`src/rtl/serial_adder_ctrl.sv`:
```
// Bit-serial add/subtract engine: one full adder walks a WIDTH-bit word LSB first,
// with valid/ready handshakes on the operand and result sides.

module full_adder (
  input  logic a,
  input  logic b,
  input  logic cin,
  output logic s,
  output logic cout
);
  assign s    = a ^ b ^ cin;
  assign cout = (a & b) | (cin & (a ^ b));
endmodule

module serial_adder_ctrl #(
  parameter int WIDTH = 8,
  parameter int CNT_W = $clog2(WIDTH + 1)
) (
  input  logic             clk,
  input  logic             rst,
  input  logic             in_valid,
  output logic             in_ready,
  input  logic [WIDTH-1:0] a,
  input  logic [WIDTH-1:0] b,
  input  logic             sub,
  output logic             out_valid,
  input  logic             out_ready,
  output logic [WIDTH-1:0] sum,
  output logic             cout,
  output logic             overflow,
  output logic             busy
);

  typedef enum logic [1:0] {
    IDLE = 2'd0,
    RUN  = 2'd1,
    DONE = 2'd2
  } state_t;

  state_t           state, state_nxt;
  logic [CNT_W-1:0] cnt;
  logic             carry;
  logic [WIDTH-1:0] a_sr, b_sr, res_sr, res_nxt;
  logic             cout_r, ovf_r;
  logic             fa_s, fa_co;
  logic             accept, last_bit;

  full_adder u_fa (
    .a    (a_sr[0]),
    .b    (b_sr[0]),
    .cin  (carry),
    .s    (fa_s),
    .cout (fa_co)
  );

  assign in_ready  = (state == IDLE) && !rst;
  assign accept    = in_valid && in_ready;
  assign last_bit  = (cnt == CNT_W'(WIDTH - 1));
  assign busy      = (state != IDLE);
  assign out_valid = (state == DONE);
  assign sum       = res_sr;
  assign cout      = cout_r;
  assign overflow  = ovf_r;

  // New sum bit enters at the MSB so the word is aligned after WIDTH shifts.
  assign res_nxt = (res_sr >> 1) | (WIDTH'(fa_s) << (WIDTH - 1));

  always_ff @(posedge clk) begin
    if (rst) state <= IDLE;
    else     state <= state_nxt;
  end

  always_comb begin
    state_nxt = state;
    case (state)
      IDLE:    if (accept)    state_nxt = RUN;
      RUN:     if (last_bit)  state_nxt = DONE;
      DONE:    if (out_ready) state_nxt = IDLE;
      default:                state_nxt = IDLE;
    endcase
  end

  always_ff @(posedge clk) begin
    if (rst) begin
      cnt    <= '0;
      carry  <= 1'b0;
      a_sr   <= '0;
      b_sr   <= '0;
      res_sr <= '0;
      cout_r <= 1'b0;
      ovf_r  <= 1'b0;
    end else begin
      case (state)
        IDLE: begin
          if (accept) begin
            a_sr   <= a;
            b_sr   <= sub ? ~b : b;
            carry  <= sub;
            cnt    <= '0;
            res_sr <= '0;
            cout_r <= 1'b0;
            ovf_r  <= 1'b0;
          end
        end
        RUN: begin
          a_sr   <= a_sr >> 1;
          b_sr   <= b_sr >> 1;
          res_sr <= res_nxt;
          carry  <= fa_co;
          cnt    <= cnt + CNT_W'(1);
          // Carry into the MSB is still in the carry register on this edge.
          if (last_bit) begin
            cout_r <= fa_co;
            ovf_r  <= carry ^ fa_co;
          end
        end
        default: ;
      endcase
    end
  end

endmodule

```
`config.mk`:
```
export PLATFORM = sky130hd
export DESIGN_NAME = serial_adder_ctrl
export DESIGN_NICKNAME = d
export VERILOG_FILES = /design/src/rtl/serial_adder_ctrl.sv
export SDC_FILE = /design/constraint.sdc
export NUM_CORES = 1
export LEC_CHECK = 0
export ABC_AREA = 1
export CELL_PAD_IN_SITES_DETAIL_PLACEMENT = 0
export CELL_PAD_IN_SITES_GLOBAL_PLACEMENT = 1
export CORE_MARGIN = 5
export CORE_UTILIZATION = 47
export DETAILED_ROUTE_END_ITERATION = 6
export DONT_BUFFER_PORTS = 1
export PLACE_DENSITY_LB_ADDON = 0.1
export SYNTH_ARGS = -nofsm -noshare
export SYNTH_HDL_FRONTEND = slang
export SYNTH_SLANG_ARGS = --single-unit
```
`constraint.sdc`:
```
create_clock -name clk -period 1.95 [get_ports clk]
set_input_delay 0.2925 -clock clk [delete_from_list [all_inputs] [get_ports clk]]
set_output_delay 0.2925 -clock clk [all_outputs]
set_load 0.01 [all_outputs]
```
==> metrics.md <==
| Metric | Value |
|---|---|
| Most frequent cells in the layout | 68 x nand2_1, 33 x dfxtp_1, 22 x nand3_1 |
| Post-synthesis register bit count | 33 |
| Hold slack | around 0.053 ns |
| Worst vdd ir | 0.454 mV |
| Die Ht | 67.6 um |
| Synth warn | 0 |
| Worst reg2reg setup slack | 0.50 ns |
| Rows | 21 |
| Max-cap viol count | 0 |
| I/O pins | 34 |
| CTS root buf | clkbuf_4 |
| Port bufs | 0 |
| DRC viols | 0 |
| Pins Over Slew Limit | 0 |
| Power share of the combinational group | 0.158 |
| Endpoints failing setup | 0 |
| DR WL/cell | ~12 um |
| Sequential Power Share | 0.557 |
| Status | finished clean |
| Initial DRC Count | around 120 |
| # hold bufs at CTS | 0 |
| CTS Buf Count | 5 |
| Pwr Total | about 0.0014 W |
| P&R area growth vs syn | 4.82% |
| Actual slew at the worst max-slew pin | approximately 0.41 ns |
| LEAKAGE | between 0.6 and 0.7 nW |
| Via count | approximately 1400 |
| Global-route wire length before repair | approximately 5.6 mm |
| Post-CTS setup repair buffer count | 0 |
| Clock-pin slew on the worst setup and hold paths | around 0.10 ns |
| Final core occ | 0.498 |
| Global-route usage over all layers | 0.163 |
| Clock Path Buffers | 2 |
| Sw Share | 0.290 |
| Clock Sinks | 33 |
| Vias/cell | approximately 5.2 |
| TNS Setup | 0 ns |
| Footprint of the multi-input gates | between 700 and 800 um^2 |
| Seq/Total Area, Yosys | 0.424 |
| Crit. Startpoint | state[1] |
| Power Density | approximately 830 mW/mm^2 |
| Pin count of the biggest net entering global routing | 26 |
| Skew-Pair Late Insertion Delay | 0.33 ns |
| Post-synth EDFFs | 0 |
| Top FF cell, synth | dfxtp_1 |
| Internal power | around 0.00096 W |
| Async SR Flop Fraction | 0 |
| Post-route cell area | 0.00163 mm^2 |
| N_diodes | 0 |
| Worst Skew | around 0.0053 ns |
| DP HPWL | 2.21 mm |
| Synth area leader | dfxtp_1 |
| CTS tree | yes |
| Commonest non-fill, non-tap cell in the layout | nand2_1 |
| Hold_sp | rst |
| Clock group share of total power | 0.285 |
| Period minus WS final | 1.60 ns |
| CORE AREA | 0.00328 mm^2 |
| Worst Hold Path Cells | 1 |
| Post-Syn Nets | 243 |
| Critical path launch point type | flop |
| Resize count post-CTS | 0 |
| DP Area | around 0.0016 mm^2 |
| Grt ovf | 0 |
| FMAX | a little over 600 MHz |
| Critical path class | flop to primary output |
| Hold WC Path Type | input pin to flop |
| Share of layout cells above drive strength 1 | 0.0822 |
| Cell area after synthesis | ~0.0016 mm^2 |
| Detailed Route WL | ~3.3 mm |
| Worst r2r src | state[1] |
| Worst path required time | about 1.7 ns |
| Die width | 67.6 um |
| Synth Area per Inst | between 7 and 8 um^2 |
| H-tree Lvls | 2 |
| FF-to-FF End | a_sr[0] |
| Worst setup EP type | primary output |
| Final GP Congestion | around 0.76 |
| Worst R2R Path Depth | 6 |
| Initial antenna violation count | 0 |
| Layout Nets | ~240 |
| Post-route ant nets | 0 |
| DRT Pass-1 Iters | 4 |
| Final hold vios | 0 |
| Area taken by flip-flops and latches | ~660 um^2 |
| Net switching power figure | 0.000392 W |
| Synthesized instance count | 220 |
| Ranking of synthesized cells by area | dfxtp_1 42%, nand2_1 16%, nand3_1 7.1%, o21ai_1 4.8%, nor2_1 4.6% |
| Synth unique cells | 23 |
| Critical Path AT | between 1 and 1.5 ns |
| DIE AREA | approximately 0.0046 mm^2 |
| Fillers | 357 |
| Vias in the first global route | around 1300 |
| Synth top area share | 0.424 |
| Critical path fanouts, max | 4 |
| Slew HR | 0.724 |
| Fraction of the cycle the final worst path needs | 0.822 |
| Worst Hold End | state[0] |
| RSZ-0062 raised after global routing | false |
| Initial Util | 0.475 |
==> stage by stage <==
step / cells / setup WS, ns
after global routing: 265 / 0.194
final: 265 / 0.347
after floorplan: 220 / 0.774
after CTS: 264 / 0.323
after global placement: 257 / 0.570
after detailed placement: 257 / 0.518
==> registers in the layout, summed over array words and instances, names as in the netlist <==
name      flops
b_sr          8
a_sr          8
carry         1
state         2
overflow      1
cout          1
sum           8
cnt           4
==> power by group through the flow <==
stage               Clock [W]  Combinational (W)  Sequential [W]
floorplan                   0           0.000193        0.000763
global placement            0           0.000208        0.000768
detailed placement          0           0.000211        0.000770
CTS                  0.000398           0.000213        0.000755
global route         0.000432           0.000250        0.000763
finish               0.000386           0.000215        0.000755
==> cell families after synthesis <==
logic type	count (synthesis)	synth area share
buffers and inverters	26	0.0762
AND/OR/NAND/NOR	119	0.337
flip-flops	33	0.424
adder cells (fa/ha/maj)	2	0.0209
AO/OA/AOI/OAI	35	0.114
XOR/XNOR	5	0.0281
==> how the worst max path moves through the flow <==
stage / end / depth (start not counted) / slack [ns]
floorplan: overflow / 4 / 0.77
global placement: a_sr[0] / 6 / 0.57
detailed placement: a_sr[6] / 6 / 0.52
CTS: in_ready / 3 / 0.32
global route: in_ready / 3 / 0.19
finish: in_ready / 3 / 0.35
==> metal layers <==
layer  track usage  part of all wire  vias to the layer above  wire [um]
met5             0                 0                        -          0
met4        0.0608             0.017                        0         55
met3        0.0749             0.062                        6        202
met2         0.258              0.44                       27       1450
met1         0.190              0.48                      627       1550
li1              -                 -                      707          -
==> critical path: stages (launching register included) <==
cell     delay (ns)
dfxtp_1        0.37
nor2_2         0.19
inv_1          0.12
nor2_1         0.31
==> synth_stat cells, types with 4 or more instances <==
| library cell | number |
|---|---|
| inv_1 | 11 |
| buf_2 | 5 |
| a21oi_1 | 13 |
| nor2_1 | 19 |
| o21ai_1 | 15 |
| dfxtp_1 | 33 |
| o21ai_0 | 6 |
| nand2_1 | 68 |
| nand4_1 | 4 |
| inv_2 | 4 |
| xor2_1 | 5 |
| nand3_1 | 22 |
==> area by class of cell <==
| type | instances | share of cell area |
|---|---|---|
| flip-flops and latches | 33 | 0.404 |
| inverters | 15 | 0.0345 |
| multi-input cells | 161 | 0.477 |
| well taps | 46 | 0.0352 |
| repair buffers | 3 | 0.0153 |
| clock buffers | 7 | 0.0337 |
(Power assumes the default switching activity.)
